[src/rtl/seg7_scan.sv]
// Time-multiplexed driver for a common-anode, active-low 7-segment display.
// Input word and masks are captured once per frame, on entry to digit 0.
module seg7_scan #(
  parameter int DIGITS   = 8,
  parameter int SCAN_CNT = 100000,
  parameter int GAP_CNT  = 16
) (
  input  logic                  clk,
  input  logic                  rst,
  input  logic                  en,
  input  logic [4*DIGITS-1:0]   data,
  input  logic [DIGITS-1:0]     dp,
  input  logic [DIGITS-1:0]     blank,
  output logic [DIGITS-1:0]     an_n,
  output logic [6:0]            seg_n,
  output logic                  dp_n,
  output logic                  frame_tick
);

  localparam int CMAX = (SCAN_CNT > GAP_CNT) ? SCAN_CNT : GAP_CNT;
  localparam int CW   = (CMAX > 1) ? $clog2(CMAX) : 1;
  localparam int IW   = (DIGITS > 1) ? $clog2(DIGITS) : 1;

  typedef enum logic {
    GAP   = 1'b0,
    DRIVE = 1'b1
  } state_t;

  state_t              state, state_next;
  logic [IW-1:0]       idx, idx_next;
  logic [CW-1:0]       cnt, cnt_next;
  logic                load;

  logic [4*DIGITS-1:0] sh_data, sh_data_next;
  logic [DIGITS-1:0]   sh_dp, sh_dp_next;
  logic [DIGITS-1:0]   sh_blank, sh_blank_next;

  logic [DIGITS-1:0]   an_next;
  logic [6:0]          seg_next;
  logic                dp_next;
  logic [3:0]          nib;

  function automatic logic [6:0] hex7(input logic [3:0] v);
    case (v)
      4'h0: hex7 = 7'h40;  4'h1: hex7 = 7'h79;  4'h2: hex7 = 7'h24;  4'h3: hex7 = 7'h30;
      4'h4: hex7 = 7'h19;  4'h5: hex7 = 7'h12;  4'h6: hex7 = 7'h02;  4'h7: hex7 = 7'h78;
      4'h8: hex7 = 7'h00;  4'h9: hex7 = 7'h10;  4'hA: hex7 = 7'h08;  4'hB: hex7 = 7'h03;
      4'hC: hex7 = 7'h46;  4'hD: hex7 = 7'h21;  4'hE: hex7 = 7'h06;  default: hex7 = 7'h0E;
    endcase
  endfunction

  // NOTE: every variable gets a default at the top of always_comb so no path
  // leaves it unassigned; otherwise synthesis infers a latch.
  always_comb begin
    state_next = state;
    idx_next   = idx;
    cnt_next   = cnt + CW'(1);
    load       = 1'b0;

    unique case (state)
      GAP: begin
        if (cnt == CW'(GAP_CNT - 1)) begin
          cnt_next   = '0;
          state_next = DRIVE;
          load       = (idx == '0);
        end
      end
      DRIVE: begin
        if (cnt == CW'(SCAN_CNT - 1)) begin
          cnt_next   = '0;
          state_next = GAP;
          idx_next   = (idx == IW'(DIGITS - 1)) ? '0 : idx + IW'(1);
        end
      end
      default: state_next = GAP;
    endcase

    sh_data_next  = load ? data  : sh_data;
    sh_dp_next    = load ? dp    : sh_dp;
    sh_blank_next = load ? blank : sh_blank;

    // Outputs are registered, so they are decoded from the next state and the
    // next shadow; digit 0 therefore shows the word captured on the same edge.
    nib      = sh_data_next[{idx_next, 2'b00} +: 4];
    an_next  = '1;
    seg_next = 7'h7F;
    dp_next  = 1'b1;
    if (state_next == DRIVE) begin
      an_next = ~(DIGITS'(1) << idx_next);
      if (!sh_blank_next[idx_next]) begin
        seg_next = hex7(nib);
        dp_next  = ~sh_dp_next[idx_next];
      end
    end
  end

  // NOTE: sequential state is assigned with <= so every register samples the
  // pre-edge values; blocking = here would create order-dependent races.
  always_ff @(posedge clk) begin
    if (rst || !en) begin
      state      <= GAP;
      idx        <= '0;
      cnt        <= '0;
      an_n       <= '1;
      seg_n      <= 7'h7F;
      dp_n       <= 1'b1;
      frame_tick <= 1'b0;
    end else begin
      state      <= state_next;
      idx        <= idx_next;
      cnt        <= cnt_next;
      an_n       <= an_next;
      seg_n      <= seg_next;
      dp_n       <= dp_next;
      frame_tick <= load;
    end
  end

  // Shadow survives en=0 so a paused display resumes with the same content.
  always_ff @(posedge clk) begin
    if (rst) begin
      sh_data  <= '0;
      sh_dp    <= '0;
      sh_blank <= '0;
    end else if (en) begin
      sh_data  <= sh_data_next;
      sh_dp    <= sh_dp_next;
      sh_blank <= sh_blank_next;
    end
  end

endmodule

[config.mk]
export PLATFORM = sky130hd
export DESIGN_NAME = seg7_scan
export DESIGN_NICKNAME = d
export VERILOG_FILES = /design/src/rtl/seg7_scan.sv
export SDC_FILE = /design/constraint.sdc
export NUM_CORES = 1
export LEC_CHECK = 0
export ABC_AREA = 1
export BUFFER_PORTS_ARGS = -buffer_cell sky130_fd_sc_hd__buf_2
export CORE_ASPECT_RATIO = 1.4
export CORE_MARGIN = 4
export CORE_UTILIZATION = 35
export DETAILED_ROUTE_END_ITERATION = 10
export PLACE_DENSITY_LB_ADDON = 0.1
export SYNTH_ARGS = -nofsm -noshare
export SYNTH_HDL_FRONTEND = slang
export SYNTH_SLANG_ARGS = --single-unit
[constraint.sdc]
create_clock -name clk -period 2.9 [get_ports clk]
set_clock_uncertainty 0.05 [all_clocks]
set_input_delay 0.29 -clock clk [delete_from_list [all_inputs] [get_ports clk]]
set_output_delay 0.29 -clock clk [all_outputs]
set_load 0.02 [all_outputs]
==> flow_metrics.py, run 1 <==
metrics = {
    "clock_network": {
        "ctsRootBufferMaster": "clkbuf_16",
        "clock_sinks": 86,
        "clk_latency_ns": 0.34,
        "hold_buffers": 0,
        "numCtsBuffers": 9,
        "htree_levels": 3,
        "cts_tree": "yes",
        "cts.path.max_buffers": 2,
        "cts.clk_slew.worst_paths_ns": 0.06,
    },
    "yosys": {
        "synth.top_cells.by_area": "dfxtp_1 38%, nand2_1 8.8%, o21ai_0 8.2%",
        "synth_cell_type_count": 37,
        "synth.largest_area_cell": "dfxtp_1",
        "syn-cell-area_um2": 4560,
        "ys_ff_latch": 86,
        "syn_avg_cell_area_um2": 7.03,
        "syn_inst": 648,
        "yosys_warnings": 0,
        "synth_top_area_share": 0.378,
        "ys_seq_area_frac": 0.378,
        "syn-num-nets": 709,
    },
    "routing": {
        "drt_iter0_drc": 152,
        "vias": 4338,
        "drc_errors": 0,
        "wl_per_cell_um": 14.4,
        "postRouteAntennaNets": 0,
        "dr.pass1.iters": 4,
        "vias_per_cell": 4.89,
        "drt-total-wl_um": 12800,
    },
    "worst_setup_path": {
        "required_ns": 3.08,
        "start_kind": "flip-flop",
        "arrival_ns": 2.93,
        "critical_path_class": "flip-flop to flip-flop",
        "critical_path.max_fanout": 6,
        "cp-end-kind": "flip-flop",
    },
    "floorplanning": {
        "coreArea_um2": 12800,
        "die_y_um": 143,
        "num_rows": 49,
        "die_w_um": 104,
        "initial_core_util": 0.356,
        "ios": 68,
        "die_area_um2": 14900,
    },
    "global_route": {
        "grt_pass1_wl_um": 19500,
        "globalRouteOverflowTotal": 0,
        "grt_use_total": 0.163,
        "grt_pass1_vias": 3994,
        "grt_max_degree": 89,
        "antenna_found_initial": 0,
    },
    "power_and_ir_drop": {
        "p_int_uw": 2150,
        "clkPwrFrac": 0.477,
        "p_sw_uw": 645,
        "pwr-share-seq": 0.443,
        "powerDensity_nw_per_um2": 494,
        "p_comb_frac": 0.080,
        "leakagePower_uw": 0.00250,
        "p_sw_frac": 0.231,
        "peakVddDrop_mv": 0.223,
    },
    "sta": {
        "layout_setup_ws_ns": 0.151,
        "min_period_ns": 2.75,
        "whs_ns": 0.183,
        "setup_viol": 0,
        "finalHoldViolCount": 0,
        "slew-limit-headroom": 0.484,
        "slew_viol_final": 0,
        "tns_ns": 0,
        "max_freq_mhz": 364,
        "finalCritPeriodShare": 0.948,
        "tightest_slew_ns": 0.775,
    },
    "placement": {
        "place_congestion": 0.846,
        "pre_cts_ws_ns": 0.00492,
        "hpwl_um": 8930,
        "io_buffers": 67,
        "dp_cells": 856,
    },
    "layout": {
        "layout-drive-gt1-share": 0.248,
        "n_fill_cell": 1281,
        "fin_util": 0.441,
        "areaGrowthSynthToFinish_pct": 24.1,
        "diodes": 0,
        "final_cells": 888,
        "nNetsFinal": 791,
    },
    "hold_path": {
        "holdCritPathClass": "input pin to flip-flop",
    },
    "status": {
        "outcome": "finished, final reports clean",
    },
    "job": {
        "drv_cap": 0,
    },
}
## area by class of cell
| cell class | instances | area (µm²) | share of cell area |
|---|---|---|---|
| Sequential cell | 86 | 1720 | 0.305 |
| Inverter | 83 | 320 | 0.0567 |
| Timing Repair Buffer | 99 | 666 | 0.118 |
| Tap cell | 153 | 191 | 0.0339 |
| Clock buffer | 9 | 225 | 0.0398 |
| Clock inverter | 7 | 113 | 0.0199 |
| Multi-Input combinational cell | 451 | 2410 | 0.427 |
## what timing repair did
action,in CTS,in global routing
buffers inserted,0,13
gates resized for setup,1,23
gates cloned,0,3
pin swaps,0,6
setup endpoints to repair,2,7
## flip-flops by register name (all words and copies together) (netlist names), 3 cells and up
| name | cells |
|---|---|
| sh_dp | 8 |
| sh_blank | 8 |
| an_n | 8 |
| cnt | 17 |
| sh_data | 32 |
| idx | 3 |
| seg_n | 7 |
## through the flow
step           instance area, µm²  total power, µW
6_report                     5650             2790
3_5_place_dp                 5060             1480
5_1_grt                      5650             2890
4_1_cts                      5400             2810
3_3_place_gp                 5060             1470
2_1_floorplan                4560             1400
## critical path, cell delays in order, from the launching register on
cell	delay, ns
dfxtp_2	0.33
inv_2	0.06
ha_1	0.14
inv_1	0.07
nor3_4	0.23
nand4_4	0.19
buf_12	0.20
or2_2	0.28
o21ai_0	0.11
or2_0	0.18
nand3_2	0.10
nand2_2	0.13
inv_1	0.10
ha_2	0.20
nand3_2	0.09
nand3_1	0.08
nand2_1	0.07
nand2_1	0.04
## cells in the mapped netlist
master    number
nand2_2        9
nor3b_1        6
mux2i_1        1
nand2_4        4
o31ai_1        4
buf_6          6
nor3_1         6
o21ai_0       75
a31oi_1        4
or2_0          8
nand3_4        2
buf_2          7
nor2_2        11
nand3_1       30
o21ai_2        2
nor2_1        78
nor4_1         3
nand2_1      107
or2_1          1
xor2_1         4
a21oi_1       41
or2_2          6
nand4_4        1
inv_2          5
nor2_4         4
o21ai_1       18
dfxtp_1       86
nor3_2         3
inv_4          2
clkbuf_1      15
o21ai_4        1
nand4_1        3
nand3_2        5
inv_1         76
o22ai_1        3
ha_1          10
xnor2_1        1
## layer usage
layer | vias up | wire [µm] | GRT usage
li1 | 2253 | - | -
met1 | 1987 | 5520 | 0.194
met2 | 78 | 6600 | 0.292
met3 | 20 | 350 | 0.0222
met4 | 0 | 282 | 0.0749
met5 | - | 0 | 0
## cells by family (layout without fill, tap and decap cells)
group / count (synthesis) / count (layout) / synth area share
xor+xnor: 5 / 5 / 0.00961
flops: 86 / 86 / 0.378
fa+ha+maj: 10 / 10 / 0.0275
compound gates: 148 / 148 / 0.171
mux: 1 / 1 / 0.00220
buf+inv: 111 / 198 / 0.104
simple gates: 287 / 287 / 0.308
## worst paths after layout
check	from	endpoint	slack, ns	cells after the start
min	rst	sh_dp[7]	0.18	2
max reg2reg	idx[0]	seg_n[3]	0.15	17
max	idx[0]	seg_n[3]	0.15	17
min reg2reg	cnt[0]	cnt[0]	0.40	1
## cell usage in the layout, fill, tap and decap left out, drive strengths merged, types with 6 or more instances in the layout
cell and count:
or2 15, clkbuf 12, ha 10, dfxtp 86, nor2 93, nor3 9
buf 96, inv 82, nand3 37, nand2 120, a21oi 41, nor3b 6
o21ai 96
## power by group through the flow
stage	logic [µW]	clock network (µW)	registers (µW)
5_1_grt	258	1400	1240
4_1_cts	216	1360	1230
2_1_floorplan	143	0	1260
6_report	224	1330	1240
3_3_place_gp	211	0	1260
3_5_place_dp	215	0	1260
No activity file was read; power rests on OpenSTA's default activity.
==> inputs of run 2 (changes only) <==
- SETUP_SLACK_MARGIN: default -> 0.3
==> flow_metrics.py, run 2 (synthesized netlist as in run 1, its figures left out) <==
metrics = {
    "floorplanning": {
        "ios": 68,
        "initial_core_util": 0.356,
        "num_rows": 49,
        "die_y_um": 143,
        "coreArea_um2": 12800,
        "die_w_um": 104,
        "die_area_um2": 14900,
    },
    "sta": {
        "slew-limit-headroom": 0.478,
        "setup_viol": 0,
        "tns_ns": 0,
        "slew_viol_final": 0,
        "finalHoldViolCount": 0,
        "max_freq_mhz": 383,
        "whs_ns": 0.174,
        "tightest_slew_ns": 0.784,
        "rsz0062_at_grt": "true",
        "finalCritPeriodShare": 0.901,
        "layout_setup_ws_ns": 0.287,
        "min_period_ns": 2.61,
    },
    "placement": {
        "hpwl_um": 8930,
        "place_congestion": 0.846,
        "pre_cts_ws_ns": 0.00492,
        "io_buffers": 67,
    },
    "power_and_ir_drop": {
        "peakVddDrop_mv": 0.234,
        "p_sw_frac": 0.233,
        "clkPwrFrac": 0.472,
        "powerDensity_nw_per_um2": 467,
        "p_comb_frac": 0.090,
        "pwr-share-seq": 0.439,
        "total_power_uw": 2820,
        "p_int_uw": 2160,
        "leakagePower_uw": 0.00264,
        "p_sw_uw": 655,
    },
    "layout": {
        "nNetsFinal": 806,
        "layout-drive-gt1-share": 0.297,
        "largest_reg_flops": 32,
        "regMostFlops": "sh_data",
        "reg_top3": "sh_data: 32 flops, cnt: 17 flops",
        "mostFrequentLayoutCells": "104 x nand2_1, 83 x dfxtp_1, 76 x nor2_1",
        "diodes": 0,
        "layout_commonest_cell": "nand2_1",
        "areaGrowthSynthToFinish_pct": 32.5,
    },
    "worst_setup_path": {
        "timing.rr.start": "idx[0]",
        "r2r_slack_ns": 0.29,
        "start_kind": "flip-flop",
        "cp-end-kind": "flip-flop",
        "critical_path.max_fanout": 23,
        "arrival_ns": 2.79,
        "crit_chain": "inv_2, ha_4, inv_2, nor3_4, nand4_4, buf_4, bufbuf_16, o21ai_1, nor2_1, nor2_2, nand3_4, nand2_4, nand2_1, nand3_1, nand3_2",
        "crit_slowest_cell": "dfxtp_2",
        "timing.rr.end": "seg_n[4]",
        "cp_top_family": "simple AND/OR/NAND/NOR gates",
        "cpMostUsedCell": "inv_2",
        "required_ns": 3.08,
        "reg2regPathDepth": 15,
        "cp_num_buf_inv": 4,
        "critical_path_class": "flip-flop to flip-flop",
        "cpPeakStageDelay_ns": 0.34,
    },
    "clock_network": {
        "cts.path.max_buffers": 2,
        "cts.clk_slew.worst_paths_ns": 0.06,
        "clk_latency_ns": 0.34,
        "clock_sinks": 86,
        "htree_levels": 3,
        "cts_tree": "yes",
        "hold_buffers": 0,
        "ctsRootBufferMaster": "clkbuf_16",
        "numCtsBuffers": 9,
    },
    "routing": {
        "wl_per_cell_um": 14.7,
        "vias": 4445,
        "drt_iter0_drc": 144,
        "drt-total-wl_um": 13300,
        "dr.pass1.iters": 4,
        "postRouteAntennaNets": 0,
        "drc_errors": 0,
        "vias_per_cell": 4.92,
    },
    "hold_path": {
        "hp-start": "rst",
        "hold_path_depth": 2,
        "whs_endpoint": "sh_dp[7]",
        "holdCritPathClass": "input pin to flip-flop",
    },
    "status": {
        "outcome": "finished, final reports clean",
    },
    "global_route": {
        "grt_use_total": 0.174,
        "grt_pass1_wl_um": 20800,
        "grt_pass1_vias": 4143,
        "grt_max_degree": 89,
        "antenna_found_initial": 0,
        "globalRouteOverflowTotal": 0,
    },
    "job": {
        "drv_cap": 0,
    },
}
[run 2: how the worst max path moves through the flow]
| stage | from | to | slack [ns] | depth (start not counted) |
|---|---|---|---|---|
| global placement | idx[0] | seg_n[3] | 0.06 | 17 |
| finish | idx[0] | seg_n[4] | 0.29 | 15 |
| detailed placement | cnt[0] | seg_n[0] | 0.005 | 19 |
| CTS | idx[0] | seg_n[0] | 0.29 | 19 |
| floorplan | idx[0] | seg_n[0] | 0.43 | 18 |
| global route | idx[0] | seg_n[3] | 0.1 | 18 |
[run 2: power by group through the flow]
| stage | clock network [µW] | logic, µW | registers (µW) |
|---|---|---|---|
| 4_1_cts | 1360 | 244 | 1230 |
| 3_3_place_gp | 0 | 211 | 1260 |
| 3_5_place_dp | 0 | 215 | 1260 |
| 2_1_floorplan | 0 | 143 | 1260 |
| 5_1_grt | 1400 | 286 | 1240 |
| 6_report | 1330 | 252 | 1240 |
[run 2: area by class of cell]
type,count,area [µm²]
fill,1252,6780
multi-input combinational,452,2610
sequential,86,1730
timing repair buffer,113,843
inverter,83,330
clock buffer,9,225
tap,153,191
clock inverter,7,113
[run 2: what timing repair did]
| action | in CTS | in global routing |
|---|---|---|
| buffers inserted | 18 | 8 |
| setup endpoints to repair | 8 | 10 |
| gates cloned | 2 | 3 |
| resized for setup | 58 | 21 |
| pin swaps | 18 | 9 |
[run 2: routing by layer]
metal	GRT usage	vias up	share of wire
met5	0	-	0
met4	0.0714	0	0.025
met3	0.0222	26	0.024
met2	0.314	77	0.52
met1	0.208	2052	0.43
li1	-	2290	-
[run 2: per-stage QoR]
stage	util	std cells	cell area [µm²]
after floorplan	-	648	4560
after global placement	0.395	856	5060
after detailed placement	0.395	856	5060
after CTS	0.456	892	5840
after global routing	0.471	903	6040
final	0.471	903	6040
